$ cat config.mk
export PLATFORM = sky130hd
export DESIGN_NAME = hilo_div_seq
export DESIGN_NICKNAME = d
export VERILOG_FILES = /design/src/rtl/hilo_div_seq.sv
export SDC_FILE = /design/constraint.sdc
export NUM_CORES = 1
export LEC_CHECK = 0
export ABC_AREA = 1
export BUFFER_PORTS_ARGS = -buffer_cell sky130_fd_sc_hd__buf_2
export CORE_MARGIN = 1.5
export CORE_UTILIZATION = 25
export CTS_BUF_LIST = sky130_fd_sc_hd__clkbuf_8
export DETAILED_ROUTE_END_ITERATION = 6
export GPL_ROUTABILITY_DRIVEN = 0
export GPL_TIMING_DRIVEN = 0
export PLACE_DENSITY_LB_ADDON = 0.25
export SKIP_CTS_REPAIR_TIMING = 1
export SLEW_MARGIN = 5
export SYNTH_ARGS = -nofsm -noshare
export SYNTH_HDL_FRONTEND = slang
export SYNTH_SLANG_ARGS = --single-unit
$ cat constraint.sdc
create_clock -name clk -period 3.15 [get_ports clk]
set_input_delay 0.1575 -clock clk [delete_from_list [all_inputs] [get_ports clk]]
set_output_delay 0.1575 -clock clk [all_outputs]
set_load 0.01 [all_outputs]
$ cat src/rtl/hilo_div_seq.sv
// Iterative radix-2 restoring divider sequencer for the DIV/DIVU -> HI/LO path.
// Latency: start accepted in cycle 0, result_valid in cycle WIDTH+3 (IDLE, PREP, WIDTH x RUN, FIX, DONE).
// Backpressure: stall holds IF/ID/EX from the accept cycle until DONE; cancel aborts with no write.
//
// Ports:
//   clk, resetn          - rising-edge clock, asynchronous active-low reset
//   start, signed_div    - divide request from EX (held while stalled), 1 = signed DIV
//   dividend, divisor    - rs / rt operands, sampled when start is accepted in IDLE
//   cancel               - pipeline flush; returns to IDLE, suppresses hi_we/lo_we in DONE
//   stall, busy          - pipeline freeze / divider occupied (PREP, RUN, FIX)
//   result_valid         - one-cycle pulse in DONE; hi_we/lo_we follow it unless cancelled
//   hi_out, lo_out       - remainder / quotient, held until the next completed divide
//
// Optional build macro DIV_ZERO_FAST_EN: a zero divisor seen in IDLE jumps straight to DONE,
// giving the divide-by-zero result one cycle after accept. Undefined: full-length path.

module hilo_div_seq #(
    parameter int WIDTH = 32,
    parameter int CNT_W = 6
) (
    input  logic             clk,
    input  logic             resetn,
    input  logic             start,
    input  logic             signed_div,
    input  logic [WIDTH-1:0] dividend,
    input  logic [WIDTH-1:0] divisor,
    input  logic             cancel,
    output logic             stall,
    output logic             busy,
    output logic             result_valid,
    output logic [WIDTH-1:0] hi_out,
    output logic [WIDTH-1:0] lo_out,
    output logic             hi_we,
    output logic             lo_we
);

    typedef enum logic [2:0] {
        S_IDLE,
        S_PREP,
        S_RUN,
        S_FIX,
        S_DONE
    } state_t;

    state_t           state;
    logic [CNT_W-1:0] cnt;
    logic             sgn;
    logic             q_neg;
    logic             r_neg;
    logic [WIDTH-1:0] dvd_raw;   // kept unmodified: divide-by-zero returns it as HI
    logic [WIDTH-1:0] dvs;
    logic [WIDTH-1:0] quo;
    logic [WIDTH-1:0] rem;

    // One restoring step. rem < dvs always holds, so the shifted remainder fits in
    // WIDTH+1 bits and the top bit of the difference is a clean borrow flag.
    logic [WIDTH:0] rem_sh;
    logic [WIDTH:0] trial;

    assign rem_sh = {rem, quo[WIDTH-1]};
    assign trial  = rem_sh - {1'b0, dvs};

    assign stall = ((state == S_IDLE) && start && !cancel) || busy;
    assign hi_we = result_valid && !cancel;
    assign lo_we = result_valid && !cancel;

    always_ff @(posedge clk or negedge resetn) begin
        if (!resetn) begin
            state        <= S_IDLE;
            cnt          <= '0;
            sgn          <= 1'b0;
            q_neg        <= 1'b0;
            r_neg        <= 1'b0;
            dvd_raw      <= '0;
            dvs          <= '0;
            quo          <= '0;
            rem          <= '0;
            busy         <= 1'b0;
            result_valid <= 1'b0;
            hi_out       <= '0;
            lo_out       <= '0;
        end else begin
            case (state)
                S_IDLE: begin
                    result_valid <= 1'b0;
                    if (start && !cancel) begin
                        dvd_raw <= dividend;
                        dvs     <= divisor;
                        sgn     <= signed_div;
`ifdef DIV_ZERO_FAST_EN
                        if (divisor == '0) begin
                            hi_out       <= dividend;
                            lo_out       <= '1;
                            result_valid <= 1'b1;
                            state        <= S_DONE;
                        end else begin
                            busy  <= 1'b1;
                            state <= S_PREP;
                        end
`else
                        busy  <= 1'b1;
                        state <= S_PREP;
`endif
                    end
                end

                S_PREP: begin
                    if (cancel) begin
                        busy  <= 1'b0;
                        state <= S_IDLE;
                    end else begin
                        // Magnitudes go through the unsigned core; signs are restored in FIX.
                        quo   <= (sgn && dvd_raw[WIDTH-1]) ? -dvd_raw : dvd_raw;
                        dvs   <= (sgn && dvs[WIDTH-1]) ? -dvs : dvs;
                        q_neg <= sgn && (dvd_raw[WIDTH-1] ^ dvs[WIDTH-1]);
                        r_neg <= sgn && dvd_raw[WIDTH-1];
                        rem   <= '0;
                        cnt   <= CNT_W'(WIDTH);
                        state <= S_RUN;
                    end
                end

                S_RUN: begin
                    if (cancel) begin
                        busy  <= 1'b0;
                        state <= S_IDLE;
                    end else begin
                        if (trial[WIDTH]) begin
                            rem <= rem_sh[WIDTH-1:0];
                            quo <= {quo[WIDTH-2:0], 1'b0};
                        end else begin
                            rem <= trial[WIDTH-1:0];
                            quo <= {quo[WIDTH-2:0], 1'b1};
                        end
                        cnt <= cnt - 1'b1;
                        if (cnt == CNT_W'(1)) begin
                            state <= S_FIX;
                        end
                    end
                end

                S_FIX: begin
                    busy <= 1'b0;
                    if (cancel) begin
                        state <= S_IDLE;
                    end else begin
                        if (dvs == '0) begin
                            hi_out <= dvd_raw;
                            lo_out <= '1;
                        end else begin
                            hi_out <= r_neg ? -rem : rem;
                            lo_out <= q_neg ? -quo : quo;
                        end
                        result_valid <= 1'b1;
                        state        <= S_DONE;
                    end
                end

                S_DONE: begin
                    // start is ignored here: the pipeline only advances at this edge.
                    result_valid <= 1'b0;
                    state        <= S_IDLE;
                end

                default: begin
                    busy         <= 1'b0;
                    result_valid <= 1'b0;
                    state        <= S_IDLE;
                end
            endcase
        end
    end

endmodule

=== After elaboration in Yosys (flattened, before gate mapping) ===
Cells that the tools add are included.

* Bits of input ports: 69
* Register bits: 206
* Word-level logic and storage cells: 88

* Muxes and demuxes: 31
* Bitwise operators: 4
* Equality and inequality tests: 12
* Reduce and logical (&&, ||, !) cells: 22
* Add/sub/neg operators: 6

{| class="wikitable"
|+ Operator list
! cell !! count
|-
| 32-bit 2-to-1 mux || 13
|-
| 32-bit one-hot mux with 2 select lines || 3
|-
| 32-bit negation || 4
|-
| 33-bit by 32-bit subtractor with 33-bit output || 1
|-
| 32-bit logical NOT || 1
|-
| 3-bit 2-to-1 mux || 4
|-
| 6-bit 2-to-1 mux || 2
|-
| 3-bit one-hot mux with 4 select lines || 1
|-
| 6-bit one-hot mux with 2 select lines || 1
|-
| 2-bit AND reduction || 5
|-
| 2-bit != test, second input constant || 4
|-
| 1-bit logical AND || 7
|-
| 3-bit by 2-bit equality test with 1-bit output, second input constant || 2
|-
| 6-bit by 1-bit equality test with 1-bit output, second input constant || 1
|-
| 3-bit AND reduction || 2
|-
| 6-bit by 1-bit subtractor with 6-bit output, second input constant || 1
|-
| 1-bit 2-to-1 mux || 4
|-
| 2-bit by 1-bit != test with 1-bit output, second input constant || 2
|-
| 4-bit AND reduction || 1
|-
| 2-bit nonzero test || 2
|-
| 3-bit by 1-bit equality test with 1-bit output, second input constant || 1
|-
| 3-bit equality test, second input constant || 1
|-
| 3-bit logical NOT || 1
|-
| 3-bit != test, second input constant || 1
|-
| 8 further kinds || 10
|}

=== Longest topological paths before layout ===
* Depth after elaboration: 4
* Mapped depth: 18
* Gate-level depth less buffers: 17

=== Worst setup path after synthesis ===
Ideal clock, no wire load.

* Kind: reg2reg
* From: register dvs[0]
* To: register rem[10]
* Arrival time: 2.104 ns
* Clock period less this slack: 2.221 ns
* Cell stages (with the launch flop): 18
* Path slack: 0.929 ns
* Required time: 3.033 ns
* Cells stage by stage: dfrtp_1 > ha_1 > fa_1 > inv_1 > nand2_1 > nand2_1 > nand3_1 > nand2_2 > nand2_1 > nand2_2 > nand2_4 > nand2_4 > nand2_8 > nand2_4 > buf_12 > nand2_1 > nand3_1 > nand2_1

* Word-level cells in the longest chain between the ends: 4

{| class="wikitable"
|+ Ends and longest elaborated chain
! element !! line !! source
|-
| start, declared || 51 || <nowiki>logic [WIDTH-1:0] dvs;</nowiki>
|-
| start signal, assigned || 88 || <nowiki>dvs <= divisor;</nowiki>
|-
| start signal, assigned || 114 || <nowiki>dvs <= (sgn && dvs[WIDTH-1]) ? -dvs : dvs;</nowiki>
|-
| 33-bit by 32-bit subtractor with 33-bit output || 61 || <nowiki>assign trial = rem_sh - {1'b0, dvs};</nowiki>
|-
| 32-bit 2-to-1 mux || 128 || <nowiki>if (trial[WIDTH]) begin</nowiki>
|-
| 32-bit 2-to-1 mux || 124 || <nowiki>if (cancel) begin</nowiki>
|-
| 32-bit one-hot mux with 2 select lines || 83 || <nowiki>case (state)</nowiki>
|-
| end signal, assigned || 129 || <nowiki>rem <= rem_sh[WIDTH-1:0];</nowiki>
|-
| end signal, assigned || 132 || <nowiki>rem <= trial[WIDTH-1:0];</nowiki>
|-
| end, declared || 53 || <nowiki>logic [WIDTH-1:0] rem;</nowiki>
|}

Every way passes these cells. The select of a mux whose other input is x is not followed.
A chain may end at the register's enable or synchronous reset.

=== Worst setup path in the final report ===
* From: register state[2]
* To: output stall

* Word-level cells in the longest chain between the ends: 4

{| class="wikitable"
|+ Ends and longest elaborated chain
! element !! line !! source
|-
| start, declared || 45 || <nowiki>state_t state;</nowiki>
|-
| start signal, assigned || 69 || <nowiki>state <= S_IDLE;</nowiki>
|-
| start signal, assigned || 102 || <nowiki>state <= S_PREP;</nowiki>
|-
| start signal, assigned || 110 || <nowiki>state <= S_IDLE;</nowiki>
|-
| 3-bit logical NOT || 63 || <nowiki>assign stall = ((state == S_IDLE) && start && !cancel) || busy;</nowiki>
|-
| 1-bit logical AND (2 in a row) || 63 ||
|-
| 1-bit logical OR || 63 ||
|-
| end, declared || 28 || <nowiki>output logic stall,</nowiki>
|}

Every way passes these cells.

==> flow_summary.json <==
{
  "status": "completed",
  "syn_nets": 2337,
  "p_total_mw": 15.50,
  "viasPerCell": 4.704,
  "setup_viol": 0,
  "drv_cap": 0,
  "postRouteAntennaNets": 0,
  "regArea_sq_um": 5155,
  "synthArstFlopShare_pct": 100.0,
  "dieArea_sq_um": 61150,
  "tns_ns": 0,
  "vias": 15420,
  "drt_iter0_drc": 1048,
  "synth_cell_types": 57,
  "synth_top_area_cell": "dfrtp_1",
  "grt_pass1_wl_mm": 86.17,
  "rr_startpoint": "dvs[31]",
  "start_util_pct": 25.28,
  "synth_seq_cells": 206,
  "synth_adder_area_share_pct": 3.321,
  "rsz0062_at_grt": "no",
  "multiInputGateArea_sq_um": 8288,
  "leakage_nw": 9.650,
  "period_minus_slack_ns": 2.942,
  "grt_overflow": 0,
  "min_path_type": "in -> reg",
  "synth_edf_count": 0,
  "drt_pass1_iterations": 6,
  "dp_hpwl_mm": 44.70,
  "synth_flop_cell": "dfrtp_1",
  "fill_cells": 6558,
  "tightest_slew_ns": 0.9363,
  "worstSetupStartpointType": "flop",
  "clk_latency_ns": 0.61,
  "antenna_found_initial": 0,
  "drive_gt1_share_pct": 12.57,
  "wl_mm": 56.27,
  "cts_made_buffers": 41,
  "numPortBuffers": 137,
  "whs_ns": 0.01722,
  "period_share_pct": 93.39,
  "placed_cell_area_sq_um": 16640,
  "area_delta_synth_final_pct": 21.77,
  "fin_worst_skew_ns": 0.03472,
  "cp_data_arrival_time_ns": 2.78,
  "cts_sinks": 206,
  "relSlewSlack_pct": 37.24,
  "ys_seq_area_share_pct": 34.56,
  "synth_xor_area_share_pct": 4.521,
  "cts.clk_slew.worst_paths_ns": 0.06,
  "netlist_area_sq_um": 14920,
  "yosys_warnings": 0,
  "yosys.area_share.simple_pct": 37.03,
  "worstPathMaxFanout": 10,
  "synth_area_per_cell_sq_um": 6.693,
  "drc": 0,
  "row_count": 89,
  "max-vdd-ir-drop_v": 0.0004020,
  "htreeDepth": 2,
  "dieHeight_um": 247.3,
  "avgRoutedWirePerCell_um": 17.16,
  "cp-startpoint": "state[2]",
  "io_pins": 138,
  "min_from": "cancel",
  "synth_compound_area_share_pct": 10.69,
  "final_cell_mix": "nand2_1, inv_1, nor2_1",
  "cp-end-kind": "primary output",
  "r2r_slack_ns": 0.29,
  "synth_top_family_by_area": "simple AND/OR/NAND/NOR gates",
  "path_class": "reg -> out",
  "final_nets": 2585,
  "synthTopCellsByArea": "dfrtp_1, nand2_1, inv_1",
  "design_area_sq_um": 18170,
  "crit_required_ns": 2.99,
  "cts_buffer_depth": 3,
  "report.final.slew_viol_count": 0,
  "fmaxAchievable_ghz": 0.3399,
  "netlist_instances": 2229,
  "synth.area.mux_share_pct": 0,
  "grt_max_degree": 96,
  "die_x_um": 247.3,
  "post-route-util_pct": 30.78,
  "root_buffer": "clkbuf_8",
  "power.density_nw_per_um2": 853.2,
  "mostFrequentLayoutCell": "nand2_1",
  "yosys.area.top_type_share_pct": 34.56,
  "grt_use_total_pct": 18.42,
  "final-hold-violation-count": 0,
  "cts_tree": "built",
  "grt_pass1_vias": 14980,
  "core_sq_um": 59020
}
==> synthesized netlist by cell type (all sizes together), types with 2 or more instances <==
cell type  count
a21o           2
a21oi         54
a22oi         22
a31oi          3
and2           3
and3           3
buf           37
clkbuf        28
clkinv         3
dfrtp        206
ha            38
inv          290
nand2        750
nand3        196
nand3b        17
nand4         28
nor2         258
nor3          26
nor3b          2
nor4           2
o211ai         9
o21ai        112
o21bai        13
o221ai        18
o22ai         20
o31ai          3
or2            2
xnor2          8
xor2          69
==> registers in the layout, summed over array words and instances (netlist names), 3 cells and up <==
register and cells:
cnt 6, dvd_raw 32, dvs 32, hi_out 32
lo_out 32, quo 32, rem 32, state 3
==> through the flow <==
step / setup WS (ns) / instances
after CTS: 0.1950 / 3212
final: 0.2082 / 3279
after global placement: -2.036 / 3139
after floorplan: 0.9286 / 2229
after global routing: 0.08324 / 3278
after detailed placement: 0.3370 / 3141
==> cell families after synthesis <==
| family | count (synthesis) |
|---|---|
| flops | 206 |
| fa+ha+maj | 39 |
| xor+xnor | 77 |
| simple gates | 1288 |
| compound gates | 261 |
| buf+inv | 358 |
==> report_power, final <==
part | internal (mW) | leakage [nW] | switching, mW | total [mW]
Combinational | 2.62 | 6.53 | 5.37 | 7.99
Clock | 1.67 | 0.490 | 1.29 | 2.95
Sequential | 3.65 | 2.63 | 0.906 | 4.56
Total | 7.94 | 9.65 | 7.56 | 15.5
==> final timing paths <==
path / depth (start not counted) / to
max: 9 / stall
min: 4 / state[0]
max reg2reg: 11 / rem[31]
min reg2reg: 2 / hi_out[16]
max in group asynchronous: 4 / lo_out[2]
min in group asynchronous: 2 / dvs[28]
==> layer usage <==
metal	track usage [%]	vias up	share of wire, %
met3	2.105	102	4.6
li1	-	7659	-
met5	0	-	0
met2	31.63	445	48
met1	23.71	7218	45
met4	6.542	0	3.0
==> final cells by class <==
cell class | count | share of cell area [%]
antenna | 1 | 0.01378
buffer | 65 | 2.052
clock buffer | 53 | 4.015
clock inverter | 18 | 0.7576
inverter | 293 | 6.068
multi-input combinational | 1665 | 45.62
sequential | 206 | 28.38
tap | 773 | 5.324
timing repair buffer | 205 | 7.769
==> critical path, cell delays in order (launching register included) <==
cell and delay (ns):
dfrtp_1 0.44, nor2_2 0.15, nand2_1 0.18, inv_2 0.19, a21oi_1 0.08, nor2_1 0.23
nand2_1 0.27, clkbuf_1 0.36, nand2_1 0.13, buf_2 0.14
(Power assumes the default switching activity.)
